$ cat src/rtl/iob_cache_write_buffer_channel_pkg.sv
// Shared constants for the cache back-end write channel: write-policy codes
// and write-back sequencer state encodings.
package iob_cache_write_buffer_channel_pkg;

  localparam int WRITE_THROUGH = 0;
  localparam int WRITE_BACK    = 1;

  typedef enum logic {
    WB_IDLE = 1'b0,
    WB_BUSY = 1'b1
  } wb_state_e;

endpackage

$ cat src/rtl/iob_cache_write_buffer_channel_wbuf.sv
// Write-through post FIFO: addr/data/strobe entries, tail-entry merge and an
// occupancy count. The head entry is what the back end currently sees.
module iob_cache_wbuf #(
  parameter int ADDR_W   = 32,
  parameter int DATA_W   = 32,
  parameter int STRB_W   = 4,
  parameter int DEPTH_W  = 2,
  parameter int MERGE_EN = 1
) (
  input  logic               clk_i,
  input  logic               rst_n_i,
  input  logic               push_i,
  input  logic [ADDR_W-1:0]  addr_i,
  input  logic [DATA_W-1:0]  data_i,
  input  logic [STRB_W-1:0]  strb_i,
  input  logic               pop_i,
  output logic               full_o,
  output logic               merge_hit_o,
  output logic [DEPTH_W:0]   count_o,
  output logic [ADDR_W-1:0]  head_addr_o,
  output logic [DATA_W-1:0]  head_data_o,
  output logic [STRB_W-1:0]  head_strb_o
);

  localparam int DEPTH  = 2 ** DEPTH_W;
  localparam int BYTE_W = DATA_W / STRB_W;

  logic [ADDR_W-1:0]  addr_q [DEPTH];
  logic [DATA_W-1:0]  data_q [DEPTH];
  logic [STRB_W-1:0]  strb_q [DEPTH];
  logic [DEPTH_W-1:0] wr_ptr_q, rd_ptr_q, tail_ptr;
  logic [DEPTH_W:0]   count_q;
  logic               do_write, do_merge, do_pop;

  assign tail_ptr = wr_ptr_q - 1'b1;
  assign full_o   = (count_q == (DEPTH_W+1)'(DEPTH));
  // With fewer than two entries the tail is the head, which must stay frozen.
  assign merge_hit_o = (MERGE_EN != 0) && (count_q >= (DEPTH_W+1)'(2)) &&
                       (addr_q[tail_ptr] == addr_i);

  assign do_write = push_i && !merge_hit_o && !full_o;
  assign do_merge = push_i && merge_hit_o;
  assign do_pop   = pop_i && (count_q != '0);

  always_ff @(posedge clk_i or negedge rst_n_i) begin
    if (!rst_n_i) begin
      wr_ptr_q <= '0;
      rd_ptr_q <= '0;
      count_q  <= '0;
    end else begin
      if (do_write) wr_ptr_q <= wr_ptr_q + 1'b1;
      if (do_pop)   rd_ptr_q <= rd_ptr_q + 1'b1;
      case ({do_write, do_pop})
        2'b10:   count_q <= count_q + 1'b1;
        2'b01:   count_q <= count_q - 1'b1;
        default: count_q <= count_q;
      endcase
    end
  end

  always_ff @(posedge clk_i) begin
    if (do_write) begin
      addr_q[wr_ptr_q] <= addr_i;
      data_q[wr_ptr_q] <= data_i;
      strb_q[wr_ptr_q] <= strb_i;
    end else if (do_merge) begin
      strb_q[tail_ptr] <= strb_q[tail_ptr] | strb_i;
      for (int b = 0; b < STRB_W; b++) begin
        if (strb_i[b]) data_q[tail_ptr][b*BYTE_W +: BYTE_W] <= data_i[b*BYTE_W +: BYTE_W];
      end
    end
  end

  assign count_o     = count_q;
  assign head_addr_o = addr_q[rd_ptr_q];
  assign head_data_o = data_q[rd_ptr_q];
  assign head_strb_o = strb_q[rd_ptr_q];

endmodule

$ cat src/rtl/iob_cache_write_buffer_channel.sv
// Cache back-end write channel: posted write-through FIFO or write-back line
// drainer, selected at elaboration by WRITE_POL.
module iob_cache_write_buffer_channel
  import iob_cache_write_buffer_channel_pkg::*;
#(
  parameter int ADDR_W        = 32,
  parameter int FE_DATA_W     = 32,
  parameter int BE_ADDR_W     = 32,
  parameter int BE_DATA_W     = 32,
  parameter int WRITE_POL     = 0,
  parameter int WORD_OFFSET_W = 3,
  parameter int WBUF_DEPTH_W  = 2,
  parameter int MERGE_EN      = 1,
  localparam int FE_NBYTES    = FE_DATA_W / 8,
  localparam int FE_NBYTES_W  = $clog2(FE_NBYTES),
  localparam int BE_NBYTES    = BE_DATA_W / 8,
  localparam int BE_NBYTES_W  = $clog2(BE_NBYTES),
  localparam int IN_ADDR_W    = ADDR_W - FE_NBYTES_W - WRITE_POL * WORD_OFFSET_W,
  localparam int IN_DATA_W    = FE_DATA_W * (2 ** (WRITE_POL * WORD_OFFSET_W))
) (
  input  logic                 clk_i,
  input  logic                 rst_n_i,
  input  logic                 valid_i,
  input  logic [IN_ADDR_W-1:0] addr_i,
  input  logic [FE_NBYTES-1:0] wstrb_i,
  input  logic [IN_DATA_W-1:0] wdata_i,
  output logic                 ready_o,
  output logic                 empty_o,
  output logic                 be_valid_o,
  output logic [BE_ADDR_W-1:0] be_addr_o,
  output logic [BE_DATA_W-1:0] be_wdata_o,
  output logic [BE_NBYTES-1:0] be_wstrb_o,
  input  logic                 be_ack_i
);

  localparam int RATIO   = BE_DATA_W / FE_DATA_W;
  localparam int RATIO_W = $clog2(RATIO);

  if (WRITE_POL == WRITE_THROUGH) begin : g_wt
    logic [ADDR_W-1:0]          fe_byte_addr;
    logic [ADDR_W-1:0]          be_word_addr;
    logic [BE_ADDR_W-1:0]       entry_addr;
    logic [BE_DATA_W-1:0]       entry_data;
    logic [BE_NBYTES-1:0]       entry_strb;
    logic                       full, merge_hit, push;
    logic [WBUF_DEPTH_W:0]      count;
    logic [BE_ADDR_W-1:0]       head_addr;
    logic [BE_DATA_W-1:0]       head_data;
    logic [BE_NBYTES-1:0]       head_strb;

    assign fe_byte_addr = ADDR_W'(addr_i) << FE_NBYTES_W;
    assign be_word_addr = (fe_byte_addr >> BE_NBYTES_W) << BE_NBYTES_W;
    assign entry_addr   = BE_ADDR_W'(be_word_addr);
    assign entry_data   = {RATIO{wdata_i}};
    // Byte offset inside the BE word is a multiple of FE_NBYTES, so it
    // positions the FE strobes onto the correct lane directly.
    assign entry_strb   = BE_NBYTES'(wstrb_i) << fe_byte_addr[BE_NBYTES_W-1:0];

    assign ready_o = ~full | merge_hit;
    assign push    = valid_i & ready_o & (|wstrb_i);

    iob_cache_wbuf #(
      .ADDR_W   (BE_ADDR_W),
      .DATA_W   (BE_DATA_W),
      .STRB_W   (BE_NBYTES),
      .DEPTH_W  (WBUF_DEPTH_W),
      .MERGE_EN (MERGE_EN)
    ) u_wbuf (
      .clk_i       (clk_i),
      .rst_n_i     (rst_n_i),
      .push_i      (push),
      .addr_i      (entry_addr),
      .data_i      (entry_data),
      .strb_i      (entry_strb),
      .pop_i       (be_ack_i),
      .full_o      (full),
      .merge_hit_o (merge_hit),
      .count_o     (count),
      .head_addr_o (head_addr),
      .head_data_o (head_data),
      .head_strb_o (head_strb)
    );

    assign empty_o    = (count == '0);
    assign be_valid_o = ~empty_o;
    assign be_addr_o  = head_addr;
    assign be_wdata_o = head_data;
    assign be_wstrb_o = be_valid_o ? head_strb : '0;
  end else if (WRITE_POL == WRITE_BACK) begin : g_wb
    localparam int LINE2BE_W = WORD_OFFSET_W - RATIO_W;
    localparam int BEAT_W    = (LINE2BE_W > 0) ? LINE2BE_W : 1;
    localparam logic [BEAT_W-1:0] LAST_BEAT = BEAT_W'((2 ** LINE2BE_W) - 1);

    wb_state_e            state_q;
    logic [BEAT_W-1:0]    beat_q;
    logic [IN_DATA_W-1:0] line_q;
    logic [IN_ADDR_W-1:0] line_addr_q;
    logic                 last_beat;
    logic                 unused_wstrb;

    assign last_beat    = (beat_q == LAST_BEAT);
    assign unused_wstrb = ^wstrb_i;

    always_ff @(posedge clk_i or negedge rst_n_i) begin
      if (!rst_n_i) begin
        state_q     <= WB_IDLE;
        beat_q      <= '0;
        line_q      <= '0;
        line_addr_q <= '0;
      end else begin
        case (state_q)
          WB_IDLE: if (valid_i) begin
            state_q     <= WB_BUSY;
            beat_q      <= '0;
            line_q      <= wdata_i;
            line_addr_q <= addr_i;
          end
          WB_BUSY: if (be_ack_i) begin
            beat_q <= last_beat ? '0 : beat_q + 1'b1;
            if (last_beat) state_q <= WB_IDLE;
          end
          default: state_q <= WB_IDLE;
        endcase
      end
    end

    assign ready_o    = (state_q == WB_IDLE);
    assign empty_o    = (state_q == WB_IDLE);
    assign be_valid_o = (state_q == WB_BUSY);
    assign be_addr_o  = BE_ADDR_W'((ADDR_W'(line_addr_q) << (ADDR_W - IN_ADDR_W)) |
                                   (ADDR_W'(beat_q) << BE_NBYTES_W));
    assign be_wdata_o = line_q[beat_q*BE_DATA_W +: BE_DATA_W];
    assign be_wstrb_o = {BE_NBYTES{be_valid_o}};
  end

endmodule

$ cat config.mk
export PLATFORM = sky130hd
export DESIGN_NAME = iob_cache_write_buffer_channel
export DESIGN_NICKNAME = d
export VERILOG_FILES = /design/src/rtl/iob_cache_write_buffer_channel_pkg.sv /design/src/rtl/iob_cache_write_buffer_channel_wbuf.sv /design/src/rtl/iob_cache_write_buffer_channel.sv
export SDC_FILE = /design/constraint.sdc
export NUM_CORES = 1
export LEC_CHECK = 0
export ABC_AREA = 1
export BUFFER_PORTS_ARGS = -buffer_cell sky130_fd_sc_hd__buf_2
export CAP_MARGIN = 10
export CORE_MARGIN = 8
export CORE_UTILIZATION = 55
export CTS_CLUSTER_SIZE = 30
export DETAILED_ROUTE_END_ITERATION = 7
export HOLD_SLACK_MARGIN = 0.06
export PLACE_DENSITY = 0.78
export SYNTH_ARGS = -nofsm -noshare
export SYNTH_HDL_FRONTEND = slang
export SYNTH_SLANG_ARGS = --single-unit
$ cat constraint.sdc
create_clock -name clk_i -period 4.8 [get_ports clk_i]
set_input_delay 0.48 -clock clk_i [delete_from_list [all_inputs] [get_ports clk_i]]
set_output_delay 0.48 -clock clk_i [all_outputs]
set_load 0.05 [all_outputs]
==> results of run 1 <==
-- registers in the layout (all words and copies together) (netlist names) --
register,flops
g_wt.u_wbuf.addr_q,120
g_wt.u_wbuf.count_o,3
g_wt.u_wbuf.data_q,128
g_wt.u_wbuf.rd_ptr_q,2
g_wt.u_wbuf.strb_q,16
g_wt.u_wbuf.wr_ptr_q,2
-- metrics by stage --
step	setup WS (ns)	cells	instance area [sq um]	hold slack, ns	utilization [%]
floorplan	0.782	1253	12600	0.184	-
global placement	0.765	1614	13400	0.325	59.3
detailed placement	0.580	1614	13400	0.333	59.3
CTS	0.554	1664	14300	0.137	63.3
global route	0.123	1665	14300	0.144	63.3
finish	0.490	1666	14300	0.152	63.3
-- logic make-up (layout without fill, tap and decap cells) --
logic type / after synthesis / in the layout / share of synthesized area, %
compound gates: 220 / 220 / 9.50
xor+xnor: 4 / 4 / 0.278
simple gates: 621 / 621 / 20.5
buf+inv: 129 / 255 / 4.85
other cells: 1 / 4 / 0.0297
fa+ha+maj: 6 / 6 / 0.655
flops: 271 / 271 / 64.2
-- routing by layer --
layer | GRT usage, % | wire length (um)
met5 | 0 | 41
met1 | 27.6 | 12700
met2 | 37.2 | 15400
met3 | 4.89 | 2750
met4 | 7.22 | 751
-- worst reg2reg max path, stage by stage (launching register included) --
cell	delay, ns
dfrtp_1	0.42
inv_1	0.10
ha_1	0.47
buf_4	0.44
nand3_1	0.20
nand2_1	0.12
nand2_1	0.05
nand2_1	0.07
nand2_1	0.05
nor2_1	0.19
nand2_1	0.08
nor2_1	0.21
nand2_1	0.14
nand2_1	0.51
ha_1	0.26
inv_1	0.07
fa_1	0.39
a21oi_1	0.15
o21ai_0	0.11
xor2_1	0.15
-- final cells by class --
type / count / area [sq um] / share of cell area [%]
inverters: 59 / 233 / 1.63
repair buffers: 147 / 761 / 5.32
well taps: 285 / 357 / 2.49
flip-flops and latches: 271 / 8110 / 56.7
multi-input cells: 853 / 3940 / 27.5
clock buffers: 34 / 744 / 5.21
diodes: 2 / 5.00 / 0.0350
clock inverters: 15 / 150 / 1.05
-- placed cells by master, fill, tap and decap left out, types with 2 or more instances in the layout --
cell type	count
a21oi_1	7
a31o_2	4
buf_2	138
buf_4	8
bufinv_16	3
clkbuf_1	5
clkbuf_16	29
clkinv_1	7
clkinv_2	3
clkinvlp_4	2
conb_1	2
dfrtp_1	4
dfrtp_2	2
diode_2	2
edfxtp_1	264
ha_1	5
inv_1	53
inv_2	3
nand2_1	286
nand2_2	6
nand3_1	91
nand3_2	10
nand3b_1	11
nand4_1	4
nor2_1	205
nor2_4	4
nor3_1	2
o21ai_0	143
o22ai_1	66
xor2_1	3
-- final timing paths --
| check | from | end | slack (ns) | depth (start not counted) |
|---|---|---|---|---|
| worst max-delay path | g_wt.u_wbuf.wr_ptr_q[1]$_DFFE_PN0P_ | g_wt.u_wbuf.count_o[2]$_DFFE_PN0P_ | 0.49 | 19 |
| worst min-delay path | wdata_i[12] | g_wt.u_wbuf.data_q[0][12]$_DFFE_PP_ | 0.15 | 1 |
| worst max register to register | g_wt.u_wbuf.wr_ptr_q[1]$_DFFE_PN0P_ | g_wt.u_wbuf.count_o[2]$_DFFE_PN0P_ | 0.49 | 19 |
| worst min register to register | g_wt.u_wbuf.count_o[0]$_DFFE_PN0P_ | g_wt.u_wbuf.count_o[0]$_DFFE_PN0P_ | 0.56 | 1 |
| max in group asynchronous | rst_n_i | g_wt.u_wbuf.rd_ptr_q[0]$_DFFE_PN0P_ | 4.26 | 2 |
| min in group asynchronous | rst_n_i | g_wt.u_wbuf.wr_ptr_q[1]$_DFFE_PN0P_ | 0.36 | 2 |
==> impl_metrics.py, run 1 <==
metrics = {
    "logic_synthesis": {
        "syn_inst": 1252,
        "yosysTopAreaCellShare_pct": 62.8,
        "seq_area_frac_synth_pct": 64.2,
        "syn-cell-area_sq_um": 12600,
        "async_reset_ff_share_pct": 2.58,
        "ys_ff_latch": 271,
        "synth-edff-count": 264,
        "yosys.area.top_type": "edfxtp_1",
        "avgSynthCellArea_sq_um": 10.1,
        "synth_area_leaders": "edfxtp_1, nand2_1, nor2_1",
        "ys.warnings.count": 0,
        "synthFlopType": "edfxtp_1",
        "yosysMostFrequentCell": "nand2_1",
        "synth_commonest_cells": "nand2_1, edfxtp_1, nor2_1",
        "synth_cell_types": 29,
    },
    "clock_network": {
        "cts_resized": 0,
        "cts_buffer_depth": 3,
        "clockRootBuffer": "clkbuf_16",
        "cts_setup_buffers": 0,
        "cts_tree": "done",
        "htree_levels": 1,
        "ctsHoldBuffers": 1,
        "cts_num_sinks": 271,
        "clkLatencyLatePin_ns": 0.54,
        "cts.clk_slew.worst_paths_ns": 0.06,
        "cts_buffers": 28,
    },
    "sta": {
        "slew_headroom_pct": 25.4,
        "tns_ns": 0,
        "hold_viol_final": 0,
        "rsz0062_at_grt": "false",
        "timing.final.crit_share_pct": 89.8,
        "fin_worst_skew_ns": 0.0132,
        "setup_viol": 0,
        "final_max_slew_viol_count": 0,
        "tightest_slew_ns": 1.12,
        "period_needed_ns": 4.31,
        "fmaxAchievable_mhz": 232,
    },
    "critical_path": {
        "cpLargestDelayFamily": "simple AND/OR/NAND/NOR gates",
        "cp_max_fo": 30,
        "cp_slowest_cell": "nand2_1",
        "cp.required_ns": 5.21,
        "path_cells": "inv_1 > ha_1 > buf_4 > nand3_1 > nand2_1 > nand2_1 > nand2_1 > nand2_1 > nor2_1 > nand2_1 > nor2_1 > nand2_1 > nand2_1 > ha_1 > inv_1 > fa_1 > a21oi_1 > o21ai_0 > xor2_1",
        "start_kind": "flop",
        "worst_path_largest_cell_delay_ns": 0.51,
        "crit_buf_inv": 3,
        "crit_type": "reg2reg",
        "cp.arrival_ns": 4.72,
        "end_kind": "flop",
        "cpMostUsedCell": "nand2_1",
    },
    "cells_and_area": {
        "nets": 1436,
        "drive_above_1_share_pct": 15.7,
        "n_fill_cell": 1817,
        "syn2layout_area_growth_pct": 13.3,
    },
    "grt": {
        "grt_overflow": 0,
        "grt_max_degree": 109,
        "grt_antenna_before_repair": 4,
        "grt_pass1_wl_um": 49800,
        "grt_pass1_vias": 9522,
        "grtUsageTotal_pct": 22.0,
    },
    "flow_run": {
        "max_cap_viol_count": 0,
    },
    "run_status": {
        "status": "finished, final reports clean",
    },
    "die": {
        "fp-row-count": 55,
        "dieArea_sq_um": 28000,
        "die_width_um": 167,
        "ioPinCount": 141,
        "start_util_pct": 55.9,
        "core-area_sq_um": 22600,
        "die_y_um": 167,
    },
    "route": {
        "wirelength_um": 31700,
        "drc": 0,
        "dr.pass1.iters": 5,
        "initialDrtViolationCount": 948,
        "wl_per_cell_um": 19.0,
        "vias": 9747,
        "antenna_left": 0,
        "avgViaCountPerCell": 5.85,
    },
    "place": {
        "portBuffers": 138,
        "place.gp.congestion": 0.879,
        "hpwl_um": 19800,
    },
    "hold_path": {
        "hold_class": "in2reg",
    },
}
Power of run 1 is left out: the tool's default activity adds up to more than one toggle a clock period on the data nets, which glitch-free logic cannot reach.
==> inputs of run 2 (changes only) <==
--- a/config.mk
+++ b/config.mk
@@ -16,4 +16,5 @@
 export PLACE_DENSITY = 0.78
 export SYNTH_ARGS = -nofsm -noshare
 export SYNTH_HDL_FRONTEND = slang
+export SYNTH_HIERARCHICAL = 1
 export SYNTH_SLANG_ARGS = --single-unit
==> impl_metrics.py, run 2 <==
metrics = {
    "sta": {
        "timing.final.crit_share_pct": 92.0,
        "setup_viol": 0,
        "tightest_slew_ns": 1.10,
        "period_needed_ns": 4.42,
        "fmaxAchievable_mhz": 226,
        "final_max_slew_viol_count": 0,
        "fin_worst_skew_ns": 0.0154,
        "whs_ns": 0.133,
        "hold_viol_final": 0,
        "slew_headroom_pct": 26.8,
    },
    "die": {
        "fp-row-count": 55,
        "die_y_um": 168,
        "ioPinCount": 141,
        "die_width_um": 168,
        "core-area_sq_um": 22700,
        "start_util_pct": 56.1,
        "dieArea_sq_um": 28300,
    },
    "clock_network": {
        "cts_setup_buffers": 0,
        "clkLatencyLatePin_ns": 0.56,
        "clockRootBuffer": "clkbuf_16",
        "cts_buffers": 29,
        "cts_buffer_depth": 3,
        "cts_num_sinks": 279,
        "htree_levels": 1,
        "cts.clk_slew.worst_paths_ns": 0.06,
        "cts_tree": "done",
    },
    "logic_synthesis": {
        "avgSynthCellArea_sq_um": 10.3,
        "syn_inst": 1238,
        "synthFlopType": "edfxtp_1",
        "synth_area_leaders": "edfxtp_1, nand2_1, nor2_1",
        "yosys.area.top_type": "edfxtp_1",
        "syn-cell-area_sq_um": 12700,
        "synthSimpleGateAreaFrac_pct": 19.6,
        "synth_commonest_cells": "nand2_1, edfxtp_1, nor2_1",
        "ys_ff_latch": 279,
        "async_reset_ff_share_pct": 2.51,
        "ys.warnings.count": 6,
        "synth_cell_types": 35,
        "yosysTopAreaCellShare_pct": 64.1,
        "yosysMostFrequentCell": "nand2_1",
        "synth_xor_xnor_area_share_pct": 0.608,
        "synth-edff-count": 272,
        "synth_compound_area_share_pct": 10.0,
        "synth_top_family_by_area": "simple AND/OR/NAND/NOR gates",
        "yosys.area_share.adder_pct": 0.648,
        "post_synth_mux_area_share_pct": 0,
        "seq_area_frac_synth_pct": 65.4,
    },
    "grt": {
        "grt_max_degree": 115,
        "grt_pass1_vias": 9695,
        "grt_pass1_wl_um": 50000,
        "grtUsageTotal_pct": 22.1,
        "grt_overflow": 0,
        "grt_antenna_before_repair": 3,
    },
    "route": {
        "wirelength_um": 32100,
        "dr.pass1.iters": 6,
        "initialDrtViolationCount": 1162,
        "drc": 0,
        "wl_per_cell_um": 19.1,
        "antenna_left": 0,
        "avgViaCountPerCell": 5.83,
        "vias": 9802,
    },
    "critical_path": {
        "r2r-end": "g_wt.u_wbuf/count_o[1]$_DFFE_PN0P_",
        "r2r_setup_slack_ns": 0.38,
        "r2r_cells": 23,
        "startpoint": "g_wt.u_wbuf/wr_ptr_q[0]$_DFFE_PN0P_",
        "r2r_start": "g_wt.u_wbuf/wr_ptr_q[0]$_DFFE_PN0P_",
        "end_kind": "flop",
        "critPathCapture": "g_wt.u_wbuf/count_o[1]$_DFFE_PN0P_",
        "crit_type": "reg2reg",
        "cp.required_ns": 5.28,
        "start_kind": "flop",
        "cp_max_fo": 77,
        "cp.arrival_ns": 4.89,
    },
    "place": {
        "hpwl_um": 20100,
        "portBuffers": 140,
        "place_area_sq_um": 13800,
        "place.gp.congestion": 0.836,
    },
    "cells_and_area": {
        "postLayoutCoreUtil_pct": 65.0,
        "drive_above_1_share_pct": 16.9,
        "layout.cells.most_common_list": "nand2_1, edfxtp_1, nor2_1, o21ai_0, buf_2",
        "reg_top3": "g_wt.u_wbuf/addr_q x128, g_wt.u_wbuf/data_q x128, g_wt.u_wbuf/strb_q x16",
        "nets": 1448,
        "finalInstanceArea_sq_um": 14800,
        "seqCellArea_sq_um": 8350,
        "syn2layout_area_growth_pct": 15.7,
        "final_common_cell": "nand2_1",
        "n_fill_cell": 1755,
        "multi_input_area_sq_um": 4050,
    },
    "hold_path": {
        "hold_class": "in2reg",
        "hold_depth": 1,
    },
    "run_status": {
        "status": "finished, final reports clean",
    },
    "flow_run": {
        "max_cap_viol_count": 0,
    },
}
[run 2: area by class of cell]
type | instances | share of cell area (%)
inverters | 42 | 1.09
well taps | 285 | 2.42
repair buffers | 162 | 6.14
diodes | 2 | 0.0339
clock inverters | 18 | 1.20
clock buffers | 35 | 5.07
flip-flops and latches | 279 | 56.6
multi-input cells | 858 | 27.4
[run 2: worst min path at each step]
stage                     start                             endpoint
floorplan               rst_n_i   g_wt.u_wbuf/count_o[0]$_DFFE_PN0P_
CTS                 wdata_i[25]  g_wt.u_wbuf/data_q[1][25]$_DFFE_PP_
finish              wdata_i[25]  g_wt.u_wbuf/data_q[1][25]$_DFFE_PP_
global route        wdata_i[13]  g_wt.u_wbuf/data_q[1][13]$_DFFE_PP_
detailed placement      rst_n_i  g_wt.u_wbuf/rd_ptr_q[0]$_DFFE_PN0P_
global placement        rst_n_i   g_wt.u_wbuf/count_o[0]$_DFFE_PN0P_
[run 2: timing repair]
item,CTS,global route
resized for setup,0,11
endpoints found under the setup margin,0,224
hold buffers,1,0
endpoints found under the hold margin,7,0
[run 2: per-layer routing]
layer	up-vias	share of wire [%]	track usage, %
met5	-	0.041	0
met4	2	3.1	8.04
met3	81	8.3	4.68
met2	438	48	37.7
met1	4671	40	27.5
li1	4610	-	-
[run 2: metrics by stage]
stage / setup TNS, ns / instances / worst slack, ns
4_1_cts: 0 / 1679 / 0.155
5_1_grt: -0.0110 / 1681 / -0.0110
3_5_place_dp: 0 / 1625 / 0.239
3_3_place_gp: 0 / 1625 / 0.383
2_1_floorplan: 0 / 1249 / 0.0248
6_report: 0 / 1681 / 0.385
[run 2: critical path: stages, from the launching register on]
cell     delay [ns]
dfrtp_2        0.43
inv_2          0.07
buf_4          0.67
nand2_1        0.14
nand3_1        0.11
nand2_1        0.08
nand2_1        0.09
nand2_1        0.06
nor2_1         0.10
nand2_1        0.06
nor2_1         0.12
nand3_1        0.14
nor2_4         0.21
inv_1          0.08
nand2_2        0.06
nand2_1        0.07
nor2_2         0.23
inv_1          0.16
nor2_1         0.24
nand2_4        0.19
ha_1           0.24
inv_1          0.12
fa_1           0.43
o21ai_0        0.17
[run 2: cells by family after synthesis]
group	after synthesis
flip-flops	279
XOR/XNOR	8
AND/OR/NAND/NOR	601
buffers and inverters	112
other	1
adder cells (fa/ha/maj)	6
AO/OA/AOI/OAI	231
Power of run 2 is left out for the same reason.
==> inputs of run 3 (changes only) <==
--- a/config.mk
+++ b/config.mk
@@ -9,7 +9,7 @@
 export BUFFER_PORTS_ARGS = -buffer_cell sky130_fd_sc_hd__buf_2
 export CAP_MARGIN = 10
 export CORE_MARGIN = 8
-export CORE_UTILIZATION = 55
+export CORE_UTILIZATION = 53
 export CTS_CLUSTER_SIZE = 30
 export DETAILED_ROUTE_END_ITERATION = 7
 export HOLD_SLACK_MARGIN = 0.06
==> constraint.sdc (replaced) <==
create_clock -name clk_i -period 3.79 [get_ports clk_i]
set_input_delay 0.379 -clock clk_i [delete_from_list [all_inputs] [get_ports clk_i]]
set_output_delay 0.379 -clock clk_i [all_outputs]
set_load 0.05 [all_outputs]
==> impl_metrics.py, run 3 (synthesis gave the netlist of run 2 again) <==
metrics = {
    "die": {
        "ioPinCount": 141,
        "dieArea_sq_um": 29300,
        "die_width_um": 171,
        "core-area_sq_um": 23500,
        "die_y_um": 171,
        "fp-row-count": 56,
        "start_util_pct": 54.2,
    },
    "clock_network": {
        "cts.clk_slew.worst_paths_ns": 0.07,
        "htree_levels": 1,
        "cts_buffers": 29,
        "cts_buffer_depth": 3,
        "cts_tree": "done",
        "clockRootBuffer": "clkbuf_16",
        "cts_num_sinks": 279,
        "clkLatencyLatePin_ns": 0.56,
    },
    "run_status": {
        "status": "finished, final reports clean",
    },
    "grt": {
        "grt_pass1_vias": 10405,
        "grtUsageTotal_pct": 22.8,
        "grt_antenna_before_repair": 6,
        "grt_pass1_wl_um": 52900,
        "grt_overflow": 0,
        "grt_max_degree": 80,
    },
    "critical_path": {
        "cp.arrival_ns": 3.93,
        "start_kind": "flop",
        "end_kind": "flop",
        "crit_type": "reg2reg",
        "cp.required_ns": 4.07,
        "cp_max_fo": 9,
    },
    "sta": {
        "fin_worst_skew_ns": 0.0323,
        "setup_viol": 0,
        "worst_slack_ns": 0.135,
        "rsz0062_at_grt": "true",
        "period_needed_ns": 3.66,
        "hold_viol_final": 0,
        "final_max_slew_viol_count": 0,
        "tightest_slew_ns": 0.897,
        "slew_headroom_pct": 40.1,
        "timing.final.crit_share_pct": 96.4,
        "fmaxAchievable_mhz": 274,
    },
    "route": {
        "avgViaCountPerCell": 5.74,
        "wirelength_um": 34500,
        "drc": 0,
        "antenna_left": 0,
        "dr.pass1.iters": 6,
        "wl_per_cell_um": 19.3,
        "initialDrtViolationCount": 1233,
        "vias": 10281,
    },
    "cells_and_area": {
        "final_common_cell": "edfxtp_1",
        "drive_above_1_share_pct": 21.9,
        "layout.cells.most_common_list": "edfxtp_1, nand2_1, nor2_1, o21ai_0, buf_2",
        "layoutNonFillerInstCount": 1791,
        "reg_top3": "g_wt.u_wbuf/addr_q x128, g_wt.u_wbuf/data_q x128, g_wt.u_wbuf/strb_q x16",
        "nets": 1522,
        "syn2layout_area_growth_pct": 24.4,
    },
    "place": {
        "dp.cells": 1694,
        "pre_cts_slack_ns": 0.130,
        "portBuffers": 140,
        "hpwl_um": 21500,
        "place.gp.congestion": 0.819,
    },
    "flow_run": {
        "max_cap_viol_count": 0,
    },
    "hold_path": {
        "hold_class": "in2reg",
    },
}
## run 3: repair_timing
item	4_1_cts	5_1_grt
buffers inserted	0	5
hold buffers	34	0
hold endpoints to repair	134	0
gates resized for setup	0	35
setup endpoints to repair	0	274
## run 3: final cells by class
| cell class | count | area (sq um) |
|---|---|---|
| Multi-Input combinational cell | 858 | 4230 |
| Inverter | 42 | 166 |
| Clock buffer | 36 | 782 |
| Sequential cell | 279 | 8350 |
| Fill cell | 1719 | 7680 |
| Timing Repair Buffer | 236 | 1760 |
| Tap cell | 319 | 399 |
| Antenna cell | 3 | 7.51 |
| Clock inverter | 18 | 160 |
## run 3: per-stage QoR
stage          cell area [sq um]  hold slack (ns)  setup TNS, ns  utilization [%]
6_report                   15900           0.0877              0             67.4
5_1_grt                    15900           0.0685         -11.61             67.4
3_3_place_gp               14400            0.226              0             61.0
4_1_cts                    15600           0.0641              0             66.5
2_1_floorplan              13000           0.0834         -11.55                -
3_5_place_dp               14400            0.226              0             61.0
## run 3: routing by layer
| layer | share of wire (%) | up-vias | wire length, um | global-route usage [%] |
|---|---|---|---|---|
| met3 | 9.9 | 111 | 3400 | 5.19 |
| met5 | 0.12 | - | 41 | 0 |
| met1 | 38 | 4827 | 13000 | 27.8 |
| met2 | 49 | 561 | 16800 | 38.8 |
| li1 | - | 4776 | - | - |
| met4 | 3.5 | 6 | 1210 | 9.49 |
## run 3: path summary, 6_finish.rpt
kind | startpoint | to | slack [ns] | depth (start not counted)
min reg2reg | g_wt.u_wbuf/count_o[0]$_DFFE_PN0P_ | g_wt.u_wbuf/count_o[0]$_DFFE_PN0P_ | 0.63 | 1
max reg2reg | g_wt.u_wbuf/wr_ptr_q[1]$_DFFE_PN0P_ | g_wt.u_wbuf/data_q[2][19]$_DFFE_PP_ | 0.13 | 23
max in group asynchronous | rst_n_i | g_wt.u_wbuf/count_o[1]$_DFFE_PN0P_ | 3.36 | 2
max | g_wt.u_wbuf/wr_ptr_q[1]$_DFFE_PN0P_ | g_wt.u_wbuf/data_q[2][19]$_DFFE_PP_ | 0.13 | 23
min | addr_i[28] | g_wt.u_wbuf/addr_q[0][30]$_DFFE_PP_ | 0.09 | 1
min in group asynchronous | rst_n_i | g_wt.u_wbuf/count_o[2]$_DFFE_PN0P_ | 0.24 | 2
## run 3: worst max-delay path: stages, from the launching register on
cell	delay [ns]
dfrtp_1	0.36
inv_1	0.09
ha_4	0.31
clkinvlp_4	0.16
buf_4	0.22
nand3_1	0.09
nand2_1	0.07
xor2_1	0.26
nand2_1	0.09
nor2_1	0.10
nand3_1	0.12
nor2_4	0.17
inv_2	0.08
nand2_8	0.05
nand2_2	0.04
nor2_1	0.08
buf_4	0.16
o2111ai_1	0.18
nand2_1	0.15
nand2_1	0.08
nand2_2	0.12
nand2_4	0.11
nor2_2	0.14
buf_6	0.15
Power of run 3 is left out for the same reason.
